--- src/rtl/dmem_loader.sv ---
// dmem_loader: turns a length-prefixed byte stream into sequential dmem word writes while holding the CPU off.
module dmem_loader #(
    parameter int DATA_W    = 32,
    parameter int DEPTH     = 65536,
    parameter int BASE_ADDR = 0
) (
    input  logic              clk,
    input  logic              rst_n,
    input  logic              start,
    input  logic [7:0]        in_data,
    input  logic              in_valid,
    output logic              in_ready,
    output logic [15:0]       mem_a,
    output logic [DATA_W-1:0] mem_wd,
    output logic              mem_we,
    output logic              cpu_hold,
    output logic              done,
    output logic              err
);
    localparam int BPW = DATA_W / 8;
    localparam int CW  = (BPW > 1) ? $clog2(BPW) : 1;
    localparam logic [31:0]   MAX_LEN   = 32'(DEPTH - BASE_ADDR);
    localparam logic [15:0]   BASE      = 16'(BASE_ADDR);
    localparam logic [CW-1:0] LAST_BYTE = CW'(BPW - 1);

    typedef enum logic [2:0] {IDLE, LEN_HI, LEN_LO, DATA, FLUSH, DONE} state_t;

    state_t            state_q, state_d;
    logic [15:0]       len_q, len_d;
    logic [15:0]       word_q, word_d;
    logic [CW-1:0]     byte_q, byte_d;
    logic [DATA_W-1:0] shift_q, shift_d;
    logic [15:0]       mem_a_q, mem_a_d;
    logic [DATA_W-1:0] mem_wd_q, mem_wd_d;
    logic              mem_we_q, mem_we_d;
    logic              err_q, err_d;
    logic              accept;
    logic [DATA_W+7:0] packed_w;

    assign in_ready = state_q inside {LEN_HI, LEN_LO, DATA};
    assign cpu_hold = state_q inside {LEN_HI, LEN_LO, DATA, FLUSH};
    assign done     = state_q == DONE;
    assign accept   = in_valid && in_ready;
    assign packed_w = {shift_q, in_data};
    assign mem_a    = mem_a_q;
    assign mem_wd   = mem_wd_q;
    assign mem_we   = mem_we_q;
    assign err      = err_q;

    // Next-state: length header, MSB-first word packing and a one-cycle write strobe per completed word.
    always_comb begin
        state_d  = state_q;
        len_d    = len_q;
        word_d   = word_q;
        byte_d   = byte_q;
        shift_d  = shift_q;
        mem_a_d  = mem_a_q;
        mem_wd_d = mem_wd_q;
        mem_we_d = 1'b0;
        err_d    = err_q;
        case (state_q)
            IDLE, DONE: begin
                if (start) begin
                    state_d = LEN_HI;
                    err_d   = 1'b0;
                    word_d  = '0;
                    byte_d  = '0;
                end
            end
            LEN_HI: begin
                if (accept) begin
                    len_d   = {in_data, len_q[7:0]};
                    state_d = LEN_LO;
                end
            end
            LEN_LO: begin
                if (accept) begin
                    len_d   = {len_q[15:8], in_data};
                    state_d = (len_d == 16'd0) ? DONE : (32'(len_d) > MAX_LEN) ? DONE : DATA;
                    err_d   = (len_d != 16'd0) && (32'(len_d) > MAX_LEN);
                end
            end
            DATA: begin
                if (accept) begin
                    shift_d = packed_w[DATA_W-1:0];
                    byte_d  = byte_q + 1'b1;
                    if (byte_q == LAST_BYTE) begin
                        byte_d   = '0;
                        word_d   = word_q + 16'd1;
                        mem_we_d = 1'b1;
                        mem_a_d  = BASE + word_q;
                        mem_wd_d = packed_w[DATA_W-1:0];
                        state_d  = (word_q == len_q - 16'd1) ? FLUSH : DATA;
                    end
                end
            end
            FLUSH:   state_d = DONE;
            default: state_d = IDLE;
        endcase
    end

    // State and datapath registers; reset aborts any load and discards a partial word.
    always_ff @(posedge clk or negedge rst_n) begin
        if (!rst_n) begin
            state_q  <= IDLE;
            len_q    <= '0;
            word_q   <= '0;
            byte_q   <= '0;
            shift_q  <= '0;
            mem_a_q  <= '0;
            mem_wd_q <= '0;
            mem_we_q <= 1'b0;
            err_q    <= 1'b0;
        end else begin
            state_q  <= state_d;
            len_q    <= len_d;
            word_q   <= word_d;
            byte_q   <= byte_d;
            shift_q  <= shift_d;
            mem_a_q  <= mem_a_d;
            mem_wd_q <= mem_wd_d;
            mem_we_q <= mem_we_d;
            err_q    <= err_d;
        end
    end
endmodule

--- config.mk ---
export PLATFORM = sky130hd
export DESIGN_NAME = dmem_loader
export DESIGN_NICKNAME = d
export VERILOG_FILES = /design/src/rtl/dmem_loader.sv
export SDC_FILE = /design/constraint.sdc
export NUM_CORES = 1
export LEC_CHECK = 0
export BUFFER_PORTS_ARGS = -buffer_cell sky130_fd_sc_hd__buf_4
export CORE_ASPECT_RATIO = 0.9
export CORE_MARGIN = 3
export CORE_UTILIZATION = 40
export CTS_BUF_LIST = sky130_fd_sc_hd__clkbuf_8
export DETAILED_ROUTE_END_ITERATION = 16
export PLACE_DENSITY = 0.71
export SYNTH_ARGS = -nofsm -noshare
export SYNTH_HDL_FRONTEND = slang
export SYNTH_SLANG_ARGS = --single-unit
--- constraint.sdc ---
create_clock -name clk -period 3.1 [get_ports clk]
set_input_delay 0.93 -clock clk [delete_from_list [all_inputs] [get_ports clk]]
set_output_delay 0.93 -clock clk [all_outputs]
set_load 0.05 [all_outputs]
======== Word-level counts from Yosys, hierarchy flattened ========
Cells that the tools add are included.
operators by class
  add/sub/neg operators ................... 3
  eq/ne operators ......................... 12
  muxes and demuxes ....................... 25
  bitwise logic cells ..................... 2
  reduce and logical (&&, ||, !) cells .... 16
operators with widths
  cell                                                                    number
  16-bit 2-to-1 mux                                                       4
  16-bit case mux with 2 select lines                                     2
  3-bit 2-to-1 mux                                                        7
  16-bit by 1-bit adder with 16-bit output (second input constant)        1
  16-bit equality test                                                    1
  16-bit zero test                                                        1
  16-bit by 1-bit subtractor with 16-bit output (second input constant)   1
  3-bit case mux with 5 select lines                                      1
  3-bit AND reduction                                                     5
  8-bit 2-to-1 mux                                                        1
  2-bit inequality test (second input constant)                           4
  3-bit by 2-bit equality test with 1-bit output (second input constant)  2
  3-bit equality test (second input constant)                             2
  2-bit 2-to-1 mux                                                        3
  1-bit 2-to-1 mux                                                        5
  5-bit AND reduction                                                     1
  2-bit case mux with 2 select lines                                      1
  4-bit AND reduction                                                     1
  2-bit nonzero test                                                      2
  4-bit nonzero test                                                      1
  3-bit by 1-bit equality test with 1-bit output (second input constant)  1
  3-bit zero test                                                         1
  3-bit nonzero test                                                      1
  2-bit by 1-bit adder with 2-bit output (second input constant)          1
  7 further kinds                                                         8
word-level totals
  register bits ........................... 111
  input bits .............................. 12
  logic and storage cells ................. 68

======== Logic depth before layout (Yosys ltp) ========
  word-level depth ........................ 6
  depth in mapped cells ................... 10
  gate-level depth less buffers ........... 8

======== Worst setup path after synthesis ========
Ideal clock, no wire load.
  path kind ............................... input -> register
  start ................................... in start
  end ..................................... reg word_q[10]
  library setup time ...................... 0.132 ns
  arrival time ............................ 2.275 ns
  data required time ...................... 2.968 ns
  setup slack ............................. 0.693 ns
  stages on the path ...................... 6
  path buffers ............................ 0
  path through ............................ or3b_4 > a21o_4 > a2111oi_4 > nand4_1 > xor2_1 > nor2_2
between the ends
  longest elaborated chain between the ends .. 2
RTL lines
  element                                 RTL line  RTL
  from (decl)                             9         input logic start,
  2-bit inequality test (no source line)  n/a
  4-bit AND reduction (no source line)    n/a
  to (signal assigned)                    117       word_q <= word_d;
  to (decl)                               30        logic [15:0] word_q, word_d;
No other way between the ends.
A chain may end at the register's enable or synchronous reset.

======== Final worst setup path ========
  start ................................... reg len_q[0]
  end ..................................... reg state_q[0]
between the ends
  longest elaborated chain between the ends .. 6
RTL lines
  element                                        RTL line  RTL
  from (decl)                                    29        logic [15:0] len_q, len_d;
  from (signal assigned)                         116       len_q <= len_d;
  16-bit by 1-bit subtractor with 16-bit output  93        state_d = (word_q == len_q - 16'd1) ? FLUSH : DATA;
  16-bit equality test                           93
  3-bit 2-to-1 mux                               93
  3-bit 2-to-1 mux                               87        if (byte_q == LAST_BYTE) begin
  3-bit 2-to-1 mux                               84        if (accept) begin
  3-bit case mux with 5 select lines             61        case (state_q)
  to (signal assigned)                           115       state_q <= state_d;
  to (decl)                                      28        state_t state_q, state_d;
No other way between the ends. The select of a mux whose other input is x is not followed.

==> results.sh <==
export IMPL_outcome="finished, final reports clean"
export IMPL_gp_congestion=0.9053
export IMPL_pwr_share_clk_pct=14.2
export IMPL_p_switching_mw=2.605
export IMPL_fillers=1170
export IMPL_drtIter0Drc=334
export IMPL_required_ps=3320
export IMPL_async_flop_share_pct=100.0
export IMPL_grt_pass1_wl_um=20060
export IMPL_startpoint="len_q[0]$_DFFE_PN0P_"
export IMPL_post_cts_buffers=0
export IMPL_slew_viol_final=0
export IMPL_cp_start_kind="register"
export IMPL_worstHoldStart="shift_q[17]$_DFFE_PN0P_"
export IMPL_area_growth_pct=15.49
export IMPL_clock_skew_ps=8.942
export IMPL_post_cts_resized=0
export IMPL_diodes=0
export IMPL_whs_ps=472.8
export IMPL_tns_ps=0
export IMPL_root_buffer="clkbuf_8"
export IMPL_synth_edff_count=0
export IMPL_crit_chain="inv_1 > ha_1 > or3b_2 > nor4_1 > a22oi_1 > nor4_2 > a21oi_1"
export IMPL_hold_violations=0
export IMPL_crit_path_end_kind="register"
export IMPL_slew_headroom_pct=44.49
export IMPL_path_class="reg -> reg"
export IMPL_postRouteAntennaNets=0
export IMPL_worst_slew_pin_slew_ps=832.6
export IMPL_r2r_slack_ps=530
export IMPL_grt_ovfl_total=0
export IMPL_hold_path_class="reg -> reg"
export IMPL_syn_inst=554
export IMPL_avgRoutedWirePerCell_um=15.39
export IMPL_critPathMaxStageDelay_ps=530
export IMPL_p_sw_share_pct=45.32
export IMPL_dieArea_mm2=0.01418
export IMPL_synthTopCellsByArea="dfrtp_1 (54%), nand2_1 (17%), xor2_1 (3.6%)"
export IMPL_cp_max_fo=6
export IMPL_cp_arrival_ps=2790
export IMPL_post_route_drc_count=0
export IMPL_intPower_mw=3.144
export IMPL_synth_ff_type="dfrtp_1"
export IMPL_num_vias=3927
export IMPL_ys_seq_elements=110
export IMPL_post_drt_via_cell_ratio=5.113
export IMPL_io_buffers=63
export IMPL_cts_tree="done"
export IMPL_grt_total_usage_pct=17.26
export IMPL_antenna_found_initial=0
export IMPL_grt_pass1_vias=3959
export IMPL_irDropWorstVdd_mv=0.4953
export IMPL_htreeDepth=3
export IMPL_p_per_area_mw_per_mm2=973.5
export IMPL_dp_hpwl_um=8091
export IMPL_worst_path_max_delay_cell="or3b_2"
export IMPL_clk_pin_slew_ps=100
export IMPL_clock_path_buffers=2
export IMPL_fp_dieW_um=125.2
export IMPL_syn_area_mm2=0.005114
export IMPL_synth_nets=569
export IMPL_design_core_area_mm2=0.01227
export IMPL_syn_area_per_cell_um2=9.230
export IMPL_synth_distinct_cells=53
export IMPL_boundaryPins=65
export IMPL_die_h_um=113.3
export IMPL_yosysSeqAreaShare_pct=53.83
export IMPL_layout_drive_gt1_share_pct=18.91
export IMPL_finalCriticalPeriod_ps=2568
export IMPL_rsz0062_at_grt="no"
export IMPL_yosysTopAreaCell="dfrtp_1"
export IMPL_comb_power_share_pct=43.3
export IMPL_nets=619
export IMPL_grt_max_degree=111
export IMPL_cap_violations=0
export IMPL_cts_hold_buf=0
export IMPL_synth_top_cell_area_share_pct=53.83
export IMPL_wl_um=11820
export IMPL_cts_buffers=9
export IMPL_share_seq_of_total_power_pct=42.5
export IMPL_setup_viol=0
export IMPL_start_util_pct=41.69
export IMPL_drtPass1Iterations=5
export IMPL_r2r_start="len_q[0]$_DFFE_PN0P_"
export IMPL_p_total_mw=5.749
export IMPL_fmax_mhz=389.4
export IMPL_cellLeakagePower_nw=2.994
export IMPL_row_count=38
export IMPL_clock_latency_ps=360
export IMPL_min_period_over_period_pct=82.84
export IMPL_clock_sinks=110
export IMPL_yosysWarningCount=0
per-stage QoR:
step                      instances  area [um2]  worst slack [ps]  util, %
after floorplan                 554        5114             693.4        -
after global placement          753        5723             504.6    46.65
after detailed placement        753        5723             478.0    46.65
after CTS                       768        5906             605.7    48.14
after global routing            768        5906             332.2    48.14
final                           768        5906             532.0    48.14
worst paths after layout:
check / cells after the start / end
max: 7 / state_q[0]$_DFFE_PN0P_
min: 2 / mem_wd[25]$_DFFE_PN0P_
min reg2reg: 2 / mem_wd[25]$_DFFE_PN0P_
min in group asynchronous: 2 / mem_wd[5]$_DFFE_PN0P_
max in group asynchronous: 2 / mem_a[4]$_DFFE_PN0P_
max reg2reg: 7 / state_q[0]$_DFFE_PN0P_
registers in the layout, indices dropped and copies added (netlist names):
register,count
word_q,16
mem_we,1
byte_q,2
shift_q,24
state_q,3
len_q,16
mem_wd,32
mem_a,16
kinds of logic (layout without fill, tap and decap cells):
group,after synthesis,after routing,synth area share [%]
simple gates,310,310,25.98
xor+xnor,40,40,6.851
fa+ha+maj,3,3,0.7341
buf+inv,39,93,3.254
flops,110,110,53.83
compound gates,36,36,5.995
other cells,1,1,0.07333
mux,15,15,3.279
metal layers:
metal  part of all wire (%)  track usage, %  wire, um  up-vias
met5                      0               0         0        -
met4                    1.2           4.408       140        0
met3                    5.3           3.162       624       14
met2                     45           27.19      5370      129
met1                     48           24.88      5685     1887
li1                       -               -         -     1897
area by class of cell:
class | count | area (um2) | area share, %
inverters | 10 | 37.54 | 0.6356
multi-input cells | 405 | 2197 | 37.20
well taps | 160 | 200.2 | 3.390
flip-flops and latches | 110 | 2753 | 46.61
repair buffers | 68 | 535.5 | 9.068
clock inverters | 4 | 31.28 | 0.5297
clock buffers | 11 | 151.4 | 2.564
worst max-delay path: cells and delay by family, from the launching register on:
family                     cells  cell delay [ps]
adders and majority gates      1              270
and+or+nand+nor                3             1290
buffers and inverters          1              110
DFF                            1              470
AOI/OAI and AO/OA              2              280
Yosys cell counts (3+ instances only):
master / n
nand2_1: 229
dfrtp_1: 110
nor2_1: 24
xor2_1: 21
clkbuf_1: 20
xnor2_1: 19
mux2_2: 14
inv_1: 10
nand3_1: 10
nor4_1: 8
buf_2: 6
nand4_1: 6
nor3_1: 6
o21ai_0: 6
a21oi_1: 5
nor2_2: 4
a22oi_1: 3
ha_1: 3
nor4_2: 3
or2_2: 3
or3_1: 3
cell usage in the layout, fill, tap and decap left out, drive strengths merged, types with 7 or more instances in the layout:
master,synthesis,layout
nand3,10,10
inv,10,11
clkbuf,21,11
dfrtp,110,110
nor3,7,7
nor4,11,11
xnor2,19,19
nor2,28,28
buf,8,68
xor2,21,21
mux2,14,14
nand2,229,229
power by group through the flow:
stage / clock, mW / combinational, mW / sequential [mW]
finish: 0.818 / 2.49 / 2.44
global route: 0.902 / 2.71 / 2.53
CTS: 0.835 / 2.50 / 2.44
detailed placement: 0 / 2.49 / 2.46
global placement: 0 / 2.42 / 2.43
floorplan: 0 / 1.19 / 3.01
(Power assumes the default switching activity.)
